## config.mk

```make
export PLATFORM = sky130hd
export DESIGN_NAME = nmea_feed_ctrl_flat
export DESIGN_NICKNAME = d
export VERILOG_FILES = /design/src/rtl/nmea_feed_ctrl_if.sv /design/src/rtl/nmea_feed_ctrl.sv /design/src/flat_wrapper.sv
export SDC_FILE = /design/constraint.sdc
export NUM_CORES = 1
export LEC_CHECK = 0
export ABC_AREA = 1
export BUFFER_PORTS_ARGS = -buffer_cell sky130_fd_sc_hd__buf_2
export CORE_ASPECT_RATIO = 1.4
export CORE_UTILIZATION = 37
export DETAILED_ROUTE_END_ITERATION = 7
export SLEW_MARGIN = 20
export SYNTH_ARGS = -nofsm -noshare
export SYNTH_HDL_FRONTEND = slang
export SYNTH_SLANG_ARGS = --single-unit
```

## constraint.sdc

```tcl
create_clock -name clk -period 5 [get_ports clk]
set_input_delay 1.25 -clock clk [delete_from_list [all_inputs] [get_ports clk]]
set_output_delay 1.25 -clock clk [all_outputs]
set_load 0.1 [all_outputs]
```

## src/rtl/nmea_feed_ctrl_if.sv

```systemverilog
// Byte-stream bundle between the UART receiver, nmea_feed_ctrl and the nmea_parser.
// rx_valid and p_valid are single-cycle strobes qualifying rx_data / p_char; there is no ready, the consumer must take the byte.
interface nmea_feed_ctrl_if;
   logic [7:0] rx_data;
   logic       rx_valid;
   logic [7:0] p_char;
   logic       p_valid;
   logic       p_lat_ready;

   modport master (
      output rx_data, rx_valid, p_lat_ready,
      input  p_char, p_valid
   );

   modport slave (
      input  rx_data, rx_valid, p_lat_ready,
      output p_char, p_valid
   );
endinterface

```

## src/rtl/nmea_feed_ctrl.sv

```systemverilog
// RX byte FIFO feeding nmea_parser, NMEA "*hh" checksum qualification of fixes, fix staleness timer.
// Define NMEA_CKSUM_CHECK_EN to build the checksum FSM; otherwise fix_strobe is p_lat_ready delayed one cycle.
module nmea_feed_ctrl #(
   parameter int FIFO_DEPTH  = 16,
   parameter int TIMEOUT_CYC = 50000000
) (
   input  logic            clk,
   input  logic            rst,
   input  logic            enable,
   nmea_feed_ctrl_if.slave bus,
   output logic            fix_strobe,
   output logic            fix_stale,
   output logic [7:0]      cksum_err_cnt,
   output logic            fifo_ovf,
   output logic [1:0]      cksum_state
);

   localparam int AW = $clog2(FIFO_DEPTH);
   localparam int TW = (TIMEOUT_CYC > 2) ? $clog2(TIMEOUT_CYC) : 1;
   localparam logic [TW-1:0] T_MAX = TW'(TIMEOUT_CYC - 1);

   logic [7:0]    mem [FIFO_DEPTH];
   logic [AW-1:0] wr_ptr;
   logic [AW-1:0] rd_ptr;
   logic [AW:0]   count;
   logic          full;
   logic          empty;
   logic          push;
   logic          pop;
   logic [7:0]    pop_byte;
   logic          strobe_n;
   logic [TW-1:0] to_cnt;

   assign full     = (count == (AW+1)'(FIFO_DEPTH));
   assign empty    = (count == '0);
   assign pop      = enable && !empty;
   // A full FIFO still accepts a byte when the same cycle frees a slot.
   assign push     = bus.rx_valid && (!full || pop);
   assign pop_byte = mem[rd_ptr];

   always_ff @(posedge clk) begin
      if (push) mem[wr_ptr] <= bus.rx_data;
   end

   always_ff @(posedge clk) begin
      if (rst) begin
         wr_ptr      <= '0;
         rd_ptr      <= '0;
         count       <= '0;
         fifo_ovf    <= 1'b0;
         bus.p_char  <= 8'd0;
         bus.p_valid <= 1'b0;
      end else begin
         if (push) wr_ptr <= wr_ptr + AW'(1);
         if (pop) begin
            rd_ptr     <= rd_ptr + AW'(1);
            bus.p_char <= pop_byte;
         end
         case ({push, pop})
            2'b10:   count <= count + (AW+1)'(1);
            2'b01:   count <= count - (AW+1)'(1);
            default: count <= count;
         endcase
         if (bus.rx_valid && full && !pop) fifo_ovf <= 1'b1;
         bus.p_valid <= pop;
      end
   end

`ifdef NMEA_CKSUM_CHECK_EN
   localparam logic [1:0] ST_IDLE = 2'd0;
   localparam logic [1:0] ST_SUM  = 2'd1;
   localparam logic [1:0] ST_HI   = 2'd2;
   localparam logic [1:0] ST_LO   = 2'd3;

   logic [1:0] state, state_n;
   logic [7:0] sum, sum_n;
   logic [3:0] hi_nib, hi_nib_n;
   logic       pending, pending_n;
   logic       err_hit;
   logic       fix_hit;
   logic       is_dollar;
   logic       is_star;
   logic       is_hex;
   logic [3:0] nib;

   always_comb begin
      is_dollar = (pop_byte == 8'h24);
      is_star   = (pop_byte == 8'h2A);
      is_hex    = 1'b0;
      nib       = 4'd0;
      if (pop_byte >= 8'h30 && pop_byte <= 8'h39) begin
         is_hex = 1'b1;
         nib    = pop_byte[3:0];
      end else if (pop_byte >= 8'h41 && pop_byte <= 8'h46) begin
         is_hex = 1'b1;
         nib    = pop_byte[3:0] + 4'd9;
      end
   end

   // The FSM follows exactly the bytes handed to the parser, so it only advances on pop.
   always_comb begin
      state_n   = state;
      sum_n     = sum;
      hi_nib_n  = hi_nib;
      pending_n = pending || (bus.p_lat_ready && state != ST_IDLE);
      err_hit   = 1'b0;
      fix_hit   = 1'b0;
      if (pop) begin
         case (state)
            ST_IDLE: begin
               if (is_dollar) begin
                  state_n   = ST_SUM;
                  sum_n     = 8'd0;
                  pending_n = 1'b0;
               end
            end
            ST_SUM: begin
               if (is_star) begin
                  state_n = ST_HI;
               end else if (is_dollar) begin
                  sum_n     = 8'd0;
                  pending_n = 1'b0;
               end else begin
                  sum_n = sum ^ pop_byte;
               end
            end
            ST_HI: begin
               if (is_hex) begin
                  state_n  = ST_LO;
                  hi_nib_n = nib;
               end else if (is_dollar) begin
                  state_n   = ST_SUM;
                  sum_n     = 8'd0;
                  pending_n = 1'b0;
               end else begin
                  state_n   = ST_IDLE;
                  pending_n = 1'b0;
                  err_hit   = 1'b1;
               end
            end
            default: begin
               if (is_hex) begin
                  state_n   = ST_IDLE;
                  pending_n = 1'b0;
                  if ({hi_nib, nib} == sum) fix_hit = pending;
                  else                      err_hit = 1'b1;
               end else if (is_dollar) begin
                  state_n   = ST_SUM;
                  sum_n     = 8'd0;
                  pending_n = 1'b0;
               end else begin
                  state_n   = ST_IDLE;
                  pending_n = 1'b0;
                  err_hit   = 1'b1;
               end
            end
         endcase
      end
   end

   always_ff @(posedge clk) begin
      if (rst) begin
         state         <= ST_IDLE;
         sum           <= 8'd0;
         hi_nib        <= 4'd0;
         pending       <= 1'b0;
         cksum_err_cnt <= 8'd0;
      end else begin
         state   <= state_n;
         sum     <= sum_n;
         hi_nib  <= hi_nib_n;
         pending <= pending_n;
         if (err_hit && cksum_err_cnt != 8'hFF) cksum_err_cnt <= cksum_err_cnt + 8'd1;
      end
   end

   assign strobe_n    = fix_hit;
   assign cksum_state = state;
`else
   assign strobe_n      = bus.p_lat_ready;
   assign cksum_err_cnt = 8'd0;
   assign cksum_state   = 2'd0;
`endif

   // The strobe edge also restarts the staleness timer, so fix_stale drops with it.
   always_ff @(posedge clk) begin
      if (rst) begin
         fix_strobe <= 1'b0;
         to_cnt     <= '0;
      end else begin
         fix_strobe <= strobe_n;
         if (strobe_n)            to_cnt <= '0;
         else if (to_cnt != T_MAX) to_cnt <= to_cnt + TW'(1);
      end
   end

   assign fix_stale = (to_cnt == T_MAX);

endmodule

```

## src/flat_wrapper.sv

```systemverilog
// flat-port wrapper written by rule: the top's interface ports become plain ports
module nmea_feed_ctrl_flat 
#(
   parameter int FIFO_DEPTH  = 16,
   parameter int TIMEOUT_CYC = 50000000
)
  (clk, rst, enable, fix_strobe, fix_stale, cksum_err_cnt, fifo_ovf, cksum_state, bus_rx_data, bus_rx_valid, bus_p_lat_ready, bus_p_char, bus_p_valid);
  nmea_feed_ctrl_if bus_i ();
  input  logic clk;
  input  logic rst;
  input  logic enable;
  output logic fix_strobe;
  output logic fix_stale;
  output logic [7:0] cksum_err_cnt;
  output logic fifo_ovf;
  output logic [1:0] cksum_state;
  input wire logic [$bits(bus_i.rx_data)-1:0] bus_rx_data;
  input wire logic [$bits(bus_i.rx_valid)-1:0] bus_rx_valid;
  input wire logic [$bits(bus_i.p_lat_ready)-1:0] bus_p_lat_ready;
  output wire logic [$bits(bus_i.p_char)-1:0] bus_p_char;
  output wire logic [$bits(bus_i.p_valid)-1:0] bus_p_valid;
  assign bus_i.rx_data = bus_rx_data;
  assign bus_i.rx_valid = bus_rx_valid;
  assign bus_i.p_lat_ready = bus_p_lat_ready;
  assign bus_p_char = bus_i.p_char;
  assign bus_p_valid = bus_i.p_valid;
  nmea_feed_ctrl #(.FIFO_DEPTH(FIFO_DEPTH), .TIMEOUT_CYC(TIMEOUT_CYC)) u_core (.clk(clk), .rst(rst), .enable(enable), .bus(bus_i), .fix_strobe(fix_strobe), .fix_stale(fix_stale), .cksum_err_cnt(cksum_err_cnt), .fifo_ovf(fifo_ovf), .cksum_state(cksum_state));
endmodule
```

======== Word level (Yosys, flattened, before mapping) ========
Memory sizes are Yosys's and may differ from the RTL's. A register that Yosys moved wholly into a read port is not among the register bits.
Index checks and enable logic that the tools add are counted.
word-level totals
  bits in registers ....................... 42
  memory bits (writable) .................. 128
  input port bits ......................... 13
  memories kept ........................... 1
cells by class
  add/subtract/negate cells ............... 5
  equal/unequal tests ..................... 5
  muxes and demuxes ....................... 3
  reduce and logical (&&, ||, !) cells .... 11
memories
  memory      words  bits a word  rd ports  clocked after memory_dff  write ports  line                  RTL
  u_core.mem  16     8            1         1                         1            nmea_feed_ctrl.sv:22  logic [7:0] mem [FIFO_DEPTH];
operators with widths
  operator                                                               number
  26-bit by 1-bit adder with 26-bit output, second input constant        1
  26-bit equality test, second input constant                            1
  26-bit != test, second input constant                                  1
  5-bit one-hot mux with 2 select lines                                  1
  4-bit by 1-bit adder with 4-bit output, second input constant          2
  5-bit by 1-bit adder with 5-bit output, second input constant          1
  5-bit equality test, second input constant                             1
  5-bit zero test                                                        1
  5-bit by 1-bit subtractor with 5-bit output, second input constant     1
  1-bit logical AND                                                      4
  1-bit zero test                                                        3
  2-bit by 1-bit equality test with 1-bit output, second input constant  1
  2-bit equality test, second input constant                             1
  1-bit 2-to-1 mux                                                       2
  2-bit nonzero test                                                     1
  2-bit OR reduction                                                     1
  1-bit logical OR                                                       1

======== Logic depth before layout (Yosys ltp) ========
Gate-level depths: netlist of the first run.
  word-level depth ........................ 7
  gate-level depth with buffers ........... 14
  depth with buffers taken out ............ 14

======== Worst setup path after synthesis of the first run ========
No wires, ideal clock.
  kind .................................... register to output
  start ................................... reg u_core.to_cnt[0]
  end ..................................... out fix_stale
  arrival time ............................ 1.710 ns
  required time ........................... 3.750 ns
  slack ................................... 2.040 ns
  cell stages (with the launch flop) ...... 6
  cells stage by stage .................... dfxtp_1 -> ha_1 -> nand2_2 -> nor3_4 -> nand3_2 -> nor2_4
on the way
  word-level cells in the longest chain between the ends .. 1
ends and longest elaborated chain
  what                    line                   RTL
  from (decl)             nmea_feed_ctrl.sv:32   logic [TW-1:0] to_cnt;
  from (signal assigned)  nmea_feed_ctrl.sv:193  else if (to_cnt != T_MAX) to_cnt <= to_cnt + TW'(1);
  26-bit equality test    nmea_feed_ctrl.sv:197  assign fix_stale = (to_cnt == T_MAX);
  to (decl)               flat_wrapper.sv:13     output logic fix_stale;
No other way between the ends.

======== Worst setup path in the final report of the first run ========
Same ends and word-level chain as after synthesis.

==> results of run 1 <==
-- stage by stage --
| step | hold WS (ps) | instance area (um^2) |
|---|---|---|
| 2_1_floorplan | 455 | 7720 |
| 3_3_place_gp | 456 | 7990 |
| 3_5_place_dp | 462 | 7990 |
| 4_1_cts | 480 | 8560 |
| 5_1_grt | 525 | 8560 |
| 6_report | 472 | 8560 |
-- tightest hold or removal path: stages (launching register included) --
cell     delay, ps
dfxtp_1        330
a21oi_1         40
nor2_1          70
-- routing by layer --
layer | wire length [um] | track usage [%] | up-vias
li1 | - | - | 2655
met2 | 10400 | 33.6 | 104
met4 | 608 | 8.18 | 0
met5 | 0 | 0 | -
met1 | 7040 | 18.7 | 2652
met3 | 484 | 3.33 | 37
-- path summary, 6_finish.rpt --
kind / from / end / slack (ps) / cells past startpoint
max: u_core.to_cnt[0]$_SDFFE_PP0N_ / fix_stale / 1400 / 6
min: u_core.fifo_ovf$_SDFFE_PP0P_ / u_core.fifo_ovf$_SDFFE_PP0P_ / 470 / 2
max reg2reg: u_core.rd_ptr[1]$_SDFFE_PP0N_ / u_core.bus.p_char[5]$_SDFFE_PP0N_ / 2590 / 8
min reg2reg: u_core.fifo_ovf$_SDFFE_PP0P_ / u_core.fifo_ovf$_SDFFE_PP0P_ / 470 / 2
-- sequential cells by signal, indices dropped and copies added (netlist names) --
signal              count
u_core.bus.p_char       8
u_core.bus.p_valid      1
u_core.count            5
u_core.fifo_ovf         1
u_core.fix_strobe       1
u_core.mem            128
u_core.rd_ptr           4
u_core.to_cnt          26
u_core.wr_ptr           4
-- cell usage in the layout (no fill, tap or decap), types with 3 or more instances in the layout --
| cell | synthesis | routed |
|---|---|---|
| o22ai_1 | 8 | 8 |
| inv_2 | 4 | 5 |
| inv_1 | 61 | 60 |
| nand4_1 | 15 | 15 |
| nor4_1 | 4 | 4 |
| o221ai_1 | 24 | 24 |
| nand3_1 | 40 | 40 |
| clkbuf_16 | 0 | 17 |
| inv_8 | 0 | 5 |
| nor2_1 | 125 | 125 |
| clkinv_4 | 0 | 4 |
| o21ai_1 | 3 | 3 |
| nand3_2 | 3 | 3 |
| conb_1 | 1 | 10 |
| ha_1 | 7 | 7 |
| o21ai_0 | 82 | 82 |
| nand2_1 | 72 | 72 |
| nor3_1 | 12 | 12 |
| or2_2 | 3 | 3 |
| xor2_1 | 4 | 4 |
| a21oi_1 | 30 | 30 |
| buf_2 | 3 | 24 |
| dfxtp_1 | 50 | 49 |
| nor2_2 | 3 | 3 |
| edfxtp_1 | 128 | 128 |
| o211ai_1 | 9 | 9 |
| inv_6 | 0 | 3 |
-- logic make-up after synthesis --
family	share of synthesized area [%]
AND/OR/NAND/NOR	17.3
flip-flops	63.0
AO/OA/AOI/OAI	12.2
buffers and inverters	5.66
adder cells (fa/ha/maj)	1.14
XOR/XNOR	0.684
other	0.0488
-- power by group through the flow --
stage               clock network, mW  logic (mW)  registers, mW
floorplan                           0       0.466           1.87
global placement                    0       0.824           1.71
detailed placement                  0       0.834           1.71
CTS                              1.30       0.838           1.68
global route                     1.36       0.910           1.69
finish                           1.28       0.827           1.68
-- cell type report --
class	instances	share of cell area, %
flip-flops and latches	178	56.6
multi-input cells	472	28.5
clock buffers	18	5.01
well taps	256	3.74
inverters	67	2.94
clock inverters	14	1.62
repair buffers	26	1.58
==> results by stage, run 1 <==
Run status:
- The run finished with clean final reports.

Pwr:
- The part of the total power dissipated in sequential elements is 44.4%.
- The clock network burns 33.8% of the power.
- The static leakage is 2.96 nW.
- The internal power of the cells totals 2.49 mW.
- Combinational cells account for 21.9% of the total power.
- For this design the ratio of total power to cell area is 442 nW/um^2.
- The design draws 3.78 mW.
- The switching power is 1.29 mW.
- The maximum vdd drop is 0.226 mV.
- The switching fraction of total power is 34.2%.

Clock network:
- In this run, CTS created clock tree buffers numbering 17.
- The number of gates resized after CTS is 0.
- In this run, post-CTS hold repair placed 0 buffers.
- CTS saw 178 sinks.
- The CTS clock-pin slew for the worst setup and hold paths is 70 ps.
- In this run the post-CTS setup repair buffer count came out at 0.
- The number of buffers on the longest clock path is 2.
- The TritonCTS clock tree is done.
- The clock insertion delay at the later pin of the skew report is 430 ps.
- The count of H-tree levels built during CTS is 4.
- The root buffer cell chosen for the clock tree is clkbuf_16.

Die:
- The y dimension of the die is 173 um.
- 35 I/O pins were placed.
- The die covers 21400 um^2.
- In this run the horizontal extent of the chip is 124 um.
- The row count is 62.
- The starting density of the core is 37.5%.
- The floorplan step defined a core boundary enclosing 20500 um^2.

Final layout:
- The post-synthesis to final-layout area growth is 11.4%.
- For this run, the share of the core covered by cells in the final layout is 41.8%.
- The count of placed standard cells in the final layout, fillers left out is 1031.
- The area used by multi-input combinational logic is 2440 um^2.
- The antenna diode count is 0.
- The area occupied by registers is 4850 um^2.
- The net count of the finished layout is 782.
- The layout has 2009 filler cells.
- The fraction of final layout cells sized beyond drive strength 1 is 11.0%.

Timing:
- The number of pins with negative max-slew slack in the final report is 0.
- The sum of negative setup slack is 0 ps.
- The slew at the pin closest to its max-slew limit is 1070 ps.
- The relative max-transition margin is 28.3%.
- The routed design could run at a clock period as short as 3600 ps.
- Setup repair after global routing left no endpoint under its margin.
- Setup violations remaining at the end of the flow were counted as 0.
- After layout, the worst setup slack is 1400 ps.
- The count of endpoints failing hold in the final timing report is 0.
- The worst clock skew is 11.3 ps.
- The highest achievable clock rate is 278 MHz.
- The fraction of the cycle the final worst path needs is 72.0%.

Placement:
- The HPWL after detailed placement is 12200 um.
- The number of input and output port buffers inserted is 24.
- In this run, placement finished with an instance count of 999.
- The post-placement worst setup slack is 1840 ps.
- The routability-driven placement congestion ratio is 0.877.

Logic synthesis:
- The proportion of synthesized flip-flops having asynchronous set or reset is 0%.
- Yosys instantiated no cell more often than edfxtp_1.
- The synthesized design contains 178 register bits.
- The cell accounting for the most synthesized area is edfxtp_1.
- The mean cell area of the mapped netlist is 10.3 um^2.
- In this run, synthesis inferred 128 flip-flops with an integrated enable.
- In this run the cell area of the synthesized design comes to 7690 um^2.
- The cell count after synthesis came out at 746.
- In the synthesized netlist the dominant register cell turns out to be edfxtp_1.
- In this run the biggest area consumer among cell types represents 50.0% of the synthesized area.
- Sorting the synthesized cells by how often they occur yields 128 x edfxtp_1, 125 x nor2_1, 82 x o21ai_0, 72 x nand2_1, 61 x inv_1.
- Counting distinct cell types in the post-synthesis netlist gives 40.
- The warning count from the yosys run is 0.
- The sequential area share after synthesis is 63.0%.
- By area the synthesized netlist is led by edfxtp_1 50%, dfxtp_1 13%, nor2_1 6.1%, o21ai_0 5.3%, nand2_1 3.5%.

Setup path:
- For this design, the slowest cell found on the critical path is dfxtp_1.
- The worst setup path is captured at a primary output.
- Counting both buffers and inverters, the worst setup path holds a total of 1.
- The kind of cell with the highest combined delay along the critical path is simple AND/OR/NAND/NOR gates.
- Of all nets on the critical path, the largest fanout is 8.
- The signal on the critical path passes through ha_1, nand2_2, nor3_4, nand3_2, nor2_4, buf_2.
- The classification of the worst setup path is flip-flop to primary output.
- In this design, the stage delay of the slowest critical-path cell is 460 ps.
- The worst setup path is launched from a flip-flop.
- At the worst endpoint, the required time is 3750 ps.
- Data on the critical path arrives at its endpoint at 2350 ps.

Global route:
- The global-route wire length before repair is 28200 um.
- In the global route stage, overall resource usage came out at 17.9%.
- The via count of the first global-routing pass is 5439.
- The total grt overflow is 0.
- The number of antenna violations at the first check in global routing was 0.
- The pin count of the biggest net entering global routing is 67.

Detailed routing:
- For this run, the detailed router's first-pass iteration total came to 5.
- The starting DRC count in detailed routing is 373.
- The final layout contains routed wiring with a total length of 18500 um.
- Detailed routing inserted a total of 5448 vias.
- For this run, design rule violations remaining after detail routing come to 0.
- The number of routed nets with antenna violations is 0.
- The via density per instance is 5.28.
- The average wire length per cell after detail routing is 17.9 um.

Run:
- The max-cap check violation count is 0.

Worst hold path:
- The class of the tightest hold or removal check is flip-flop to flip-flop.
No activity file was read; power rests on OpenSTA's default activity.
==> run 2, diff against run 1 <==
- clock period: 5 -> 3.02 ns (I/O delays scaled with it)
==> run 2 against run 1 <==
Compared with the run above: worst hold slack better by 9.2 ps; core utilization grew 0.79 points; sequential power is 66% higher; clock skew grew 1.2 ps; critical path depth unchanged; routed wire length decreased by 3.0%; sequential cell count unchanged; via count barely moved; die area did not move; sequential share of layout area decreased by 1.1 points; highest routed layer unchanged.
==> results by stage, run 2 (synthesis results as in run 1) <==
Final layout:
- The antenna diode count is 0 (unchanged).
- The most flop-heavy register is u_core.mem.
- The most frequent standard cell in the layout excluding fill and tap cells is edfxtp_1.
- The flip-flop count of the largest register after layout is 128 (unchanged).
- The post-synthesis to final-layout area growth is 13.5%.
- The net count of the finished layout is 800 (+2.3%).
- The fraction of final layout cells sized beyond drive strength 1 is 13.2% (+2.3 points).
- The largest registers in the layout are u_core.mem x128, u_core.to_cnt x26, u_core.bus.p_char x8.
- In the layout the commonest cells are 128 x edfxtp_1, 125 x nor2_1, 82 x o21ai_0.

Run:
- The max-cap check violation count is 0 (unchanged).

Run status:
- The flow ran to the end, and the final reports show no timing, DRC or antenna violations.

Global route:
- The pin count of the biggest net entering global routing is 67 (unchanged).
- The global-route wire length before repair is 28400 um (+0.76%).
- The total grt overflow was 0 (unchanged).
- The number of antenna violations at the first check in global routing is 0 (unchanged).
- The via count of the first global-routing pass came to 5278 (-3.0%).
- The overall global routing resource usage is 17.7% (-0.22 points).

Timing:
- The relative max-transition margin is 52.0% (+24 points).
- Setup repair after global routing left no endpoint under its margin.
- The worst setup slack after layout is 155 ps (-1240 ps).
- The slew at the pin closest to its max-slew limit is 717 ps (-357 ps).
- The sum of negative setup slack is 0 ps (unchanged).
- The final count of negative-setup-slack endpoints is 0 (unchanged).
- The worst clock skew is 12.5 ps (+1.24 ps).
- The tightest hold margin is 482 ps (+9.17 ps).
- The number of pins with negative max-slew slack in the final report is 0 (unchanged).
- Counting I/O delays and the setup requirement, the final critical path takes 2860 ps.
- Derived from the worst setup path, the maximum achievable clock frequency is 349 MHz.
- The count of endpoints failing hold in the final timing report is 0 (unchanged).
- The fraction of the cycle the final worst path needs is 94.9%.

Detailed routing:
- The average wire length per cell after detail routing is 17.1 um (-4.6%).
- The final wirelength is 18000 um (-3.0%).
- The number of routed nets with antenna violations is 0 (unchanged).
- The total iterations of the first detailed-routing run was 5 (unchanged).
- The count of unresolved DRC violations after routing is 0 (unchanged).
- The starting DRC count in detailed routing is 354 (-5.1%).
- The via density per instance is 5.19 (-1.8%).
- The total number of vias came to 5445 (-0.055%).

Die:
- The row count is 62 (unchanged).
- The die outline width is 124 um (unchanged).
- The number of top-level pins is 35 (unchanged).
- The y dimension of the die is 173 um (unchanged).
- The area inside the core boundary came to 20500 um^2 (unchanged).
- The area of the die came to 21400 um^2 (unchanged).
- The starting density of the core is 37.5% (unchanged).

Pwr:
- The maximum vdd drop is 0.370 mV (+64%).
- The static leakage is 3.05 nW (+3.2%).
- The total power density per cell area is 725 nW/um^2 (+64%).
- The total power of the final layout is 6.33 mW (+67%).

Clock network:
- The total clock sinks is 178 (unchanged).
- The number of buffers on the longest clock path came to 2 (unchanged).
- The number of hold-repair buffers added at the cts stage was 0 (unchanged).
- The CTS buffer count is 17 (unchanged).
- The CTS clock-pin slew for the worst setup and hold paths is 70 ps (about the same).
- The count of H-tree levels built during CTS is 4 (unchanged).
- Clock tree synthesis selected as its root buffer the cell clkbuf_16.
- The setup fix buffers added after clock tree synthesis was 0 (unchanged).
- The clock insertion delay at the later pin of the skew report was 440 ps (about the same).
- The TritonCTS clock tree is done.

Setup path:
- The startpoint identified for the worst register-to-register timing path is u_core.count[2]$_SDFFE_PP0P_.
- The worst endpoint required time is 2260 ps (-1490 ps).
- The largest fanout on the critical path came to 7 (-1).
- The worst setup path is launched from a flip-flop.
- The arrival time at the worst endpoint is 2110 ps (-240 ps).
- The classification of the worst setup path is flip-flop to primary output.
- Tracing the worst setup path back leads to its startpoint at u_core.to_cnt[1]$_SDFFE_PP0N_.
- The cell depth of the worst flop-to-flop path was 6 (-2).
- STA classifies the critical path endpoint as a primary output.
- The endpoint identified for the worst register-to-register timing path is u_core.mem[14][5]$_DFFE_PP_.
- The worst setup path endpoint is fix_stale.
- The worst-case register-to-register setup slack is 970 ps (-1620 ps).

Placement:
- The routability-driven placement congestion ratio is 0.883 (+0.65%).
- The number of input and output port buffers inserted was 24 (unchanged).
- The HPWL after detailed placement is 12200 um (about the same).
- The post-placement worst setup slack is 396 ps (-1440 ps).

Worst hold path:
- The class of the tightest hold or removal check is flip-flop to flip-flop.
-- run 2: what timing repair did --
action	in CTS	in global routing
endpoints found under the setup margin	1	1
gates resized for setup	1	1
endpoints found under the hold margin	0	0
pin swaps	0	0
-- run 2: worst max-delay path: stages (launching register included) --
cell	delay (ps)
dfxtp_1	380
ha_2	280
nand2_2	100
nor3_4	290
nand3_2	130
nor2_4	190
buf_4	320
-- run 2: metal layers --
layer	routed length, um	global-route usage, %	vias to the layer above
met5	0	0	-
met4	489	7.28	0
met3	505	3.40	25
met2	9720	31.6	106
met1	7250	20.3	2633
li1	-	-	2681
-- run 2: report_power, final --
group / total [mW] / leakage, nW / internal, mW / switching, mW
registers: 2.79 / 1.56 / 2.72 / 0.0724
logic: 1.38 / 1.20 / 0.332 / 1.05
clock network: 2.16 / 0.286 / 1.11 / 1.05
-- run 2: how the worst min path moves through the flow --
stage / start / end / slack, ps / depth (start not counted)
after floorplan: u_core.to_cnt[7]$_SDFFE_PP0N_ / u_core.to_cnt[7]$_SDFFE_PP0N_ / 460 / 1
after global placement: u_core.fifo_ovf$_SDFFE_PP0P_ / u_core.fifo_ovf$_SDFFE_PP0P_ / 460 / 2
after detailed placement: u_core.fifo_ovf$_SDFFE_PP0P_ / u_core.fifo_ovf$_SDFFE_PP0P_ / 470 / 2
after CTS: u_core.fifo_ovf$_SDFFE_PP0P_ / u_core.fifo_ovf$_SDFFE_PP0P_ / 490 / 2
after global routing: u_core.to_cnt[21]$_SDFFE_PP0N_ / u_core.to_cnt[21]$_SDFFE_PP0N_ / 520 / 2
final: u_core.fifo_ovf$_SDFFE_PP0P_ / u_core.fifo_ovf$_SDFFE_PP0P_ / 480 / 2
-- run 2: layout make-up --
cell class	instances	area (um^2)
fill	1932	11800
tap	256	320
clock buffer	17	425
timing repair buffer	44	273
sequential	178	4850
inverter	67	251
multi-input combinational	472	2440
clock inverter	15	165
-- run 2: per-stage QoR --
stage	instance area [um^2]	utilization, %	cells
after CTS	8720	42.6	1049
final	8720	42.6	1049
after floorplan	7720	-	755
after global routing	8720	42.6	1049
after detailed placement	8130	39.7	1017
after global placement	8130	39.7	1017
